==> src/rtl/fetch_pc_predict.sv <==
// Fetch PC register with a direct-mapped BTB and 2-bit saturating counters.
// Produces a same-cycle prediction for fetch_pc and accepts resolved-branch updates.
module fetch_pc_predict #(
  parameter int                    WordSize = 32,
  parameter int                    Entries  = 16,
  parameter logic [WordSize-1:0]   ResetPC  = '0
) (
  input  logic                clk,
  input  logic                rstn,
  input  logic                stall,
  input  logic                redirect,
  input  logic [WordSize-1:0] redirect_pc,
  input  logic                upd_valid,
  input  logic [WordSize-1:0] upd_pc,
  input  logic                upd_taken,
  input  logic [WordSize-1:0] upd_target,
  output logic [WordSize-1:0] fetch_pc,
  output logic                pred_taken,
  output logic [WordSize-1:0] pred_pc
);

  localparam int IW = $clog2(Entries);
  localparam int TW = WordSize - IW - 2;

  function automatic logic [1:0] ctr_inc(input logic [1:0] c);
    return (c == 2'd3) ? 2'd3 : c + 2'd1;
  endfunction

  function automatic logic [1:0] ctr_dec(input logic [1:0] c);
    return (c == 2'd0) ? 2'd0 : c - 2'd1;
  endfunction

  logic [Entries-1:0]  valid_q;
  logic [TW-1:0]       tag_q    [Entries];
  logic [WordSize-1:0] target_q [Entries];
  logic [1:0]          ctr_q    [Entries];

  logic [IW-1:0]       lk_idx;
  logic [TW-1:0]       lk_tag;
  logic                lk_hit;
  logic [WordSize-1:0] pc_plus4;

  logic [IW-1:0]       up_idx;
  logic [TW-1:0]       up_tag;
  logic                up_hit;

  // Byte-offset bits carry no information for word-aligned instructions.
  logic                unused_lsbs;
  assign unused_lsbs = ^{fetch_pc[1:0], upd_pc[1:0]};

  // Lookup stage: zero-cycle prediction from the registered fetch PC.
  assign lk_idx     = fetch_pc[IW+1:2];
  assign lk_tag     = fetch_pc[WordSize-1:IW+2];
  assign lk_hit     = valid_q[lk_idx] && (tag_q[lk_idx] == lk_tag);
  assign pc_plus4   = fetch_pc + WordSize'(4);
  assign pred_taken = lk_hit && ctr_q[lk_idx][1];
  assign pred_pc    = pred_taken ? target_q[lk_idx] : pc_plus4;

  assign up_idx = upd_pc[IW+1:2];
  assign up_tag = upd_pc[WordSize-1:IW+2];
  assign up_hit = valid_q[up_idx] && (tag_q[up_idx] == up_tag);

  // Fetch PC register: redirect outranks stall.
  always_ff @(posedge clk or negedge rstn) begin
    if (!rstn) begin
      fetch_pc <= ResetPC;
    end else if (redirect) begin
      fetch_pc <= redirect_pc;
    end else if (!stall) begin
      fetch_pc <= pred_pc;
    end
  end

  // BTB update stage: new contents become visible to lookup on the next cycle.
  always_ff @(posedge clk or negedge rstn) begin
    if (!rstn) begin
      valid_q <= '0;
      for (int i = 0; i < Entries; i++) begin
        tag_q[i]    <= '0;
        target_q[i] <= '0;
        ctr_q[i]    <= 2'd0;
      end
    end else if (upd_valid) begin
      if (up_hit) begin
        if (upd_taken) begin
          ctr_q[up_idx]    <= ctr_inc(ctr_q[up_idx]);
          target_q[up_idx] <= upd_target;
        end else begin
          ctr_q[up_idx]    <= ctr_dec(ctr_q[up_idx]);
        end
      end else if (upd_taken) begin
        valid_q[up_idx]  <= 1'b1;
        tag_q[up_idx]    <= up_tag;
        target_q[up_idx] <= upd_target;
        ctr_q[up_idx]    <= 2'd2;
      end
    end
  end

endmodule

==> config.mk <==
export PLATFORM = sky130hd
export DESIGN_NAME = fetch_pc_predict
export DESIGN_NICKNAME = d
export VERILOG_FILES = /design/src/rtl/fetch_pc_predict.sv
export SDC_FILE = /design/constraint.sdc
export NUM_CORES = 2
export LEC_CHECK = 0
export ABC_AREA = 1
export CORE_UTILIZATION = 55
export CTS_BUF_LIST = sky130_fd_sc_hd__clkbuf_4 sky130_fd_sc_hd__clkbuf_8
export DETAILED_ROUTE_END_ITERATION = 7
export GPL_ROUTABILITY_DRIVEN = 0
export PLACE_DENSITY = 0.74
export SLEW_MARGIN = 20
export SYNTH_ARGS = -nofsm -noshare
export SYNTH_HDL_FRONTEND = slang
export SYNTH_SLANG_ARGS = --single-unit
==> constraint.sdc <==
create_clock -name clk -period 4.93 [get_ports clk]
set_input_delay 0.493 -clock clk [delete_from_list [all_inputs] [get_ports clk]]
set_output_delay 0.493 -clock clk [all_outputs]
set_load 0.02 [all_outputs]
# After elaboration in Yosys (flattened, before gate mapping)

Cells that the tools add are included.

Reduce and logical (&&, ||, !) cells: 10
Add/subtract/negate cells: 3
Bitwise operators: 7
Multiplexer cells: 39
Equality and inequality tests: 4
Magnitude comparators: 6

Operator list:

| kind                                                                  | count |
|---|---|
| 512-bit bitwise mux                                                   | 1 |
| 416-bit bitwise mux                                                   | 1 |
| 32-bit 2-to-1 mux                                                     | 9 |
| 26-bit binary-select mux with 4-bit select                            | 2 |
| 26-bit 2-to-1 mux                                                     | 5 |
| 32-bit binary-select mux with 4-bit select                            | 1 |
| 32-bit demux with 4-bit select                                        | 1 |
| 26-bit demux with 4-bit select                                        | 1 |
| 32-bit bitwise mux                                                    | 2 |
| 26-bit == test                                                        | 2 |
| 32-bit by 3-bit adder with 32-bit output (second input constant)      | 1 |
| 16-bit bitwise OR                                                     | 2 |
| 16-bit bitwise AND                                                    | 1 |
| 2-bit binary-select mux with 4-bit select                             | 2 |
| 16-bit NOT                                                            | 1 |
| 2-bit 2-to-1 mux                                                      | 7 |
| 5-bit >= comparator (second input constant)                           | 2 |
| 4-bit by 5-bit < comparator with 1-bit output (second input constant) | 2 |
| 4-bit NOT with 5-bit output                                           | 2 |
| 1-bit binary-select mux with 4-bit select                             | 2 |
| 2-bit demux with 4-bit select                                         | 1 |
| 1-bit logical AND                                                     | 5 |
| 5-bit by 1-bit < comparator with 1-bit output (second input constant) | 1 |
| 1-bit demux with 4-bit select                                         | 1 |
| 11 further kinds                                                      | 14 |

Input bits: 102
Word-level logic and storage cells: 119
Output and inout port bits: 65
Flip-flop bits (word level): 1008

# Logic depth before layout (Yosys ltp)

Depth in word-level cells: 10
Gate-level depth with buffers: 23
Mapped depth without buffers: 20

# Worst setup path before layout

Ideal clock, no wire load.

Path type: flip-flop to output port
Start: reg fetch_pc[3]
End: out pred_pc[29]
Required time: 4437 ps
Path buffers: 3
Arrival time: 2652 ps
Stages on the path, launching flop included: 16
Path slack: 1785 ps
Cells stage by stage: dfrtp_1 > buf_4 > buf_2 > buf_2 > nand3_1 > nor2_1 > nand2_1 > nor2_1 > nand4_1 > or2_2 > nor3_1 > nand2_1 > xor2_1 > inv_1 > nand2_1 > and2_1

Longest elaborated chain between the ends: 8
Elaborated cells between the ends (all ways): 17
Classes of those cells: add/sub (1); eq/ne (1); mux (12); bitwise (1); reduce/logical (2)

RTL lines:

| what                                                 | line       | text |
|---|---|---|
| from (decl)                                          | 17         | `output logic [WordSize-1:0] fetch_pc,` |
| from (signal assigned)                               | 66         | `fetch_pc <= ResetPC;` |
| from (signal assigned)                               | 68         | `fetch_pc <= redirect_pc;` |
| from (signal assigned)                               | 70         | `fetch_pc <= pred_pc;` |
| 4-bit NOT with 5-bit output (implied by the code)    | 54, 56, 57 |  |
| 26-bit binary-select mux with 4-bit select           | 54         | `assign lk_hit = valid_q[lk_idx] && (tag_q[lk_idx] == lk_tag);` |
| 26-bit 2-to-1 mux (implied by the code) (2 in a row) | 54         |  |
| 26-bit == test                                       | 54         |  |
| 1-bit logical AND                                    | 54         |  |
| 1-bit logical AND                                    | 56         | `assign pred_taken = lk_hit && ctr_q[lk_idx][1];` |
| 32-bit 2-to-1 mux (*)                                | 57         | `assign pred_pc = pred_taken ? target_q[lk_idx] : pc_plus4;` |
| to (decl)                                            | 19         | `output logic [WordSize-1:0] pred_pc` |

Every way passes the cells marked *; elsewhere a longest branch is shown, timed or not. The select of a mux whose other input is x is not followed.

# Final worst setup path

Start: reg fetch_pc[3]
End: out pred_pc[8]

The elaborated chain is that of the path after synthesis.

==> impl_metrics.py <==
metrics = {
    "drt": {
        "route.detailed.wl_per_inst_um": 20.8,
        "drc": 4,
        "dr_total_vias": 50800,
        "wl_um": 179000,
        "final_antenna_net_count": 0,
        "drtPass1Iterations": 8,
        "drt_iter0_markers": 6494,
        "vias_per_cell": 5.92,
    },
    "worst_setup_path": {
        "cp_max_fo": 36,
        "crit_chain": "inv_8, buf_4, o211ai_1, nand2_1, nand2_1, nand2_1, inv_1, nand2_1, nand2_1, nand2_1, nand2_1, nor2_1, nand2_1, nor2_4, buf_4, buf_12, nand3_1, and2_1, dlygate4sd2_1",
        "cp_num_buf_inv": 6,
        "r2r-start": "tag_q[369]",
        "rr_endpoint": "tag_q[71]",
        "cp_slowest_cell": "dfrtp_4",
        "cpPeakStageDelay_ns": 0.56,
        "reg2reg_slack_ns": 1.64,
        "cp_num_cells": 19,
        "arrival_ns": 4.31,
        "crit_path_start": "fetch_pc[3]",
        "critPathKind": "reg -> out",
        "setup.worst_path.start_class": "flop",
        "cp_top_family": "simple AND/OR/NAND/NOR gates",
        "worstPathRequired_ns": 4.44,
        "critical_path.endpoint": "pred_pc[8]",
        "r2r_cells": 19,
        "end_kind": "output port",
        "cp_common_cell": "nand2_1",
    },
    "floorplanning": {
        "initial_utilization": 0.554,
        "die_area_mm2": 0.0968,
        "core_mm2": 0.0949,
        "die_w_um": 311,
        "row_count": 113,
        "die_h_um": 311,
        "top_level_ports": 167,
    },
    "cells_and_area": {
        "nets": 7283,
        "stdcell_count": 8579,
        "drive_above_1_share": 0.0736,
        "seqCellArea_mm2": 0.0252,
        "final_core_util": 0.624,
        "fill_cells": 8453,
        "area_growth_pct": 12.6,
        "multi_input_area_mm2": 0.0237,
    },
    "hold_path": {
        "min_path_type": "in -> async",
    },
    "global_routing": {
        "grt_pass1_wl_um": 276000,
        "gr-usage-all-layers": 0.367,
        "antenna_found_initial": 10,
        "grt_pass1_vias": 47800,
        "gr-total-overflow": 0,
        "grt_max_degree": 170,
    },
    "synthesis": {
        "ys_ff_latch": 1008,
        "synth_area_leaders": "dfrtp_1 (48%), nand2_1 (18%), o21ai_0 (12%)",
        "yosysSeqAreaShare": 0.480,
        "synth_top_family_by_area": "simple AND/OR/NAND/NOR gates",
        "synth.top_cell.area_share": 0.480,
        "synth-compound-area-share": 0.186,
        "syn_inst": 7224,
        "synth_top_area_cell": "dfrtp_1",
        "yosys.area_share.simple": 0.258,
        "netlist_area_mm2": 0.0526,
        "syn_area_per_cell_um2": 7.28,
        "synth_cell_type_count": 37,
        "ys_warn_count": 0,
        "synth_mux_area_frac": 0,
        "synthAdderAreaFrac": 0.000238,
        "synth_xor_xnor_area_share": 0.00417,
        "synth_fp_nets": 7327,
    },
    "clock_network": {
        "clock_sinks": 1008,
        "numCtsBuffers": 169,
        "cts_root_buf": "clkbuf_8",
        "clock_path_buffers": 3,
        "htree_levels": 4,
        "clkLatencyLatePin_ns": 0.89,
        "cts_tree": "built",
        "clk_pin_slew_worst_paths_ns": 0.06,
    },
    "sta": {
        "worst_pin_slew_ns": 1.05,
        "fmax_ghz": 0.208,
        "fin_tns_setup_ns": 0,
        "relSlewSlack": 0.294,
        "finalHoldViolCount": 0,
        "finClkSkew_ns": 0.0611,
        "drv_slew": 0,
        "setup_viol": 0,
        "fin_crit_ns": 4.80,
        "period_share": 0.975,
        "rsz0062_at_grt": "false",
    },
    "power": {
        "ir_drop_mv": 0.283,
        "p_leak_nw": 28.8,
        "pwr_density_cell_mw_per_mm2": 408,
    },
    "run": {
        "maxCapViolCount": 0,
    },
    "placement": {
        "dp_hpwl_um": 104000,
        "dp.cells": 8261,
        "io_buffers": 164,
    },
    "run_status": {
        "failed_checks": "design-rule violations",
        "outcome": "complete, but fails checks",
    },
}
## metal layers
layer | vias to the layer above | wire length, um | GRT usage
met2 | 2899 | 78400 | 0.555
met1 | 23800 | 69700 | 0.478
met4 | 10 | 12000 | 0.243
met5 | - | 63 | 0
met3 | 573 | 18700 | 0.0789
li1 | 23500 | - | -
## where the power goes
group	switching [W]	internal, W
combinational	0.00357	0.00189
clock	0.00362	0.00437
sequential	0.000944	0.00975
total	0.00814	0.0160
## final cells by class
cell class / count / share of cell area
Sequential cell: 1008 / 0.426
Multi-Input combinational cell: 5309 / 0.401
Timing Repair Buffer: 318 / 0.0604
Clock buffer: 266 / 0.0553
Tap cell: 1265 / 0.0267
Inverter: 373 / 0.0242
Clock inverter: 36 / 0.00600
Timing Repair inverter: 1 / 0.000148
Antenna cell: 3 / 0.000127
## worst min path at each step
| stage | start | end | depth (start not counted) |
|---|---|---|---|
| 2_1_floorplan | rstn | ctr_q[0] | 0 |
| 3_3_place_gp | ctr_q[6] | ctr_q[6] | 2 |
| 3_5_place_dp | ctr_q[24] | ctr_q[24] | 2 |
| 4_1_cts | redirect_pc[23] | fetch_pc[23] | 5 |
| 5_1_grt | rstn | tag_q[189] | 2 |
| 6_report | rstn | tag_q[163] | 2 |
## Yosys cell counts
| master | number |
|---|---|
| a21oi_1 | 51 |
| a22o_1 | 18 |
| a22oi_1 | 18 |
| a31oi_1 | 19 |
| and2_1 | 17 |
| buf_1 | 12 |
| buf_2 | 150 |
| buf_4 | 39 |
| buf_6 | 3 |
| clkbuf_1 | 331 |
| clkinv_1 | 2 |
| clkinv_2 | 1 |
| dfrtp_1 | 1008 |
| ha_1 | 1 |
| inv_1 | 359 |
| inv_2 | 11 |
| nand2_1 | 2544 |
| nand2_2 | 1 |
| nand2_4 | 1 |
| nand3_1 | 235 |
| nand3_2 | 6 |
| nand3_4 | 10 |
| nand3b_1 | 2 |
| nand4_1 | 18 |
| nor2_1 | 584 |
| nor2_2 | 7 |
| nor3_1 | 16 |
| nor4_1 | 5 |
| o2111ai_1 | 16 |
| o211ai_1 | 78 |
| o21ai_0 | 1221 |
| o21ai_1 | 301 |
| o21bai_1 | 1 |
| o221ai_1 | 25 |
| o22ai_1 | 87 |
| or2_2 | 1 |
| xor2_1 | 25 |
## repair_timing
action,CTS,global route
endpoints found under the setup margin,33,30
hold endpoints to repair,74,0
hold buffers,1,0
pin swaps,1,2
buffers inserted,1,4
cloned,6,1
resized for setup,64,8
## cells in the final DEF, fill, tap and decap left out, types with 5 or more instances in the layout
master | netlist | routed
nand2_1 | 2544 | 2521
o21ai_0 | 1221 | 1221
dfrtp_1 | 1008 | 1005
nor2_1 | 584 | 580
inv_1 | 359 | 355
o21ai_1 | 301 | 301
nand3_1 | 235 | 233
clkbuf_8 | 0 | 205
clkdlybuf4s50_1 | 0 | 129
buf_4 | 39 | 93
o22ai_1 | 87 | 87
o211ai_1 | 78 | 78
clkbuf_4 | 0 | 62
a21oi_1 | 51 | 51
buf_12 | 0 | 46
dlygate4sd2_1 | 0 | 32
xor2_1 | 25 | 25
o221ai_1 | 25 | 25
nand2_2 | 1 | 23
clkinv_2 | 1 | 22
a31oi_1 | 19 | 19
nand4_1 | 18 | 18
a22o_1 | 18 | 18
a22oi_1 | 18 | 18
and2_1 | 17 | 17
o2111ai_1 | 16 | 16
nor3_1 | 16 | 14
inv_2 | 11 | 11
nand3_4 | 10 | 10
nand3_2 | 6 | 8
nor2_2 | 7 | 6
inv_12 | 0 | 6
inv_8 | 0 | 5
nor2_4 | 0 | 5
nor4_1 | 5 | 5
## per-stage QoR
stage / instance area, um2 / power [W] / setup slack [ns] / hold slack [ns]
floorplan: 52600 / 0.0141 / 1.79 / 0.197
global placement: 55200 / 0.0159 / 0.577 / 0.455
detailed placement: 55200 / 0.0161 / 0.498 / 0.459
CTS: 59100 / 0.0241 / 0.106 / 0.205
global route: 59200 / 0.0254 / 0.00231 / 0.278
finish: 59200 / 0.0242 / 0.126 / 0.233
## flip-flops by register name, indices dropped and copies added, names as in the netlist
register  cells
ctr_q        32
fetch_pc     32
valid_q      16
tag_q       416
target_q    512
## cell families after synthesis
kind of cell | after synthesis
compound gates | 1835
xor+xnor | 25
fa+ha+maj | 1
buf+inv | 908
flops | 1008
simple gates | 3447
(Power assumes the default switching activity.)
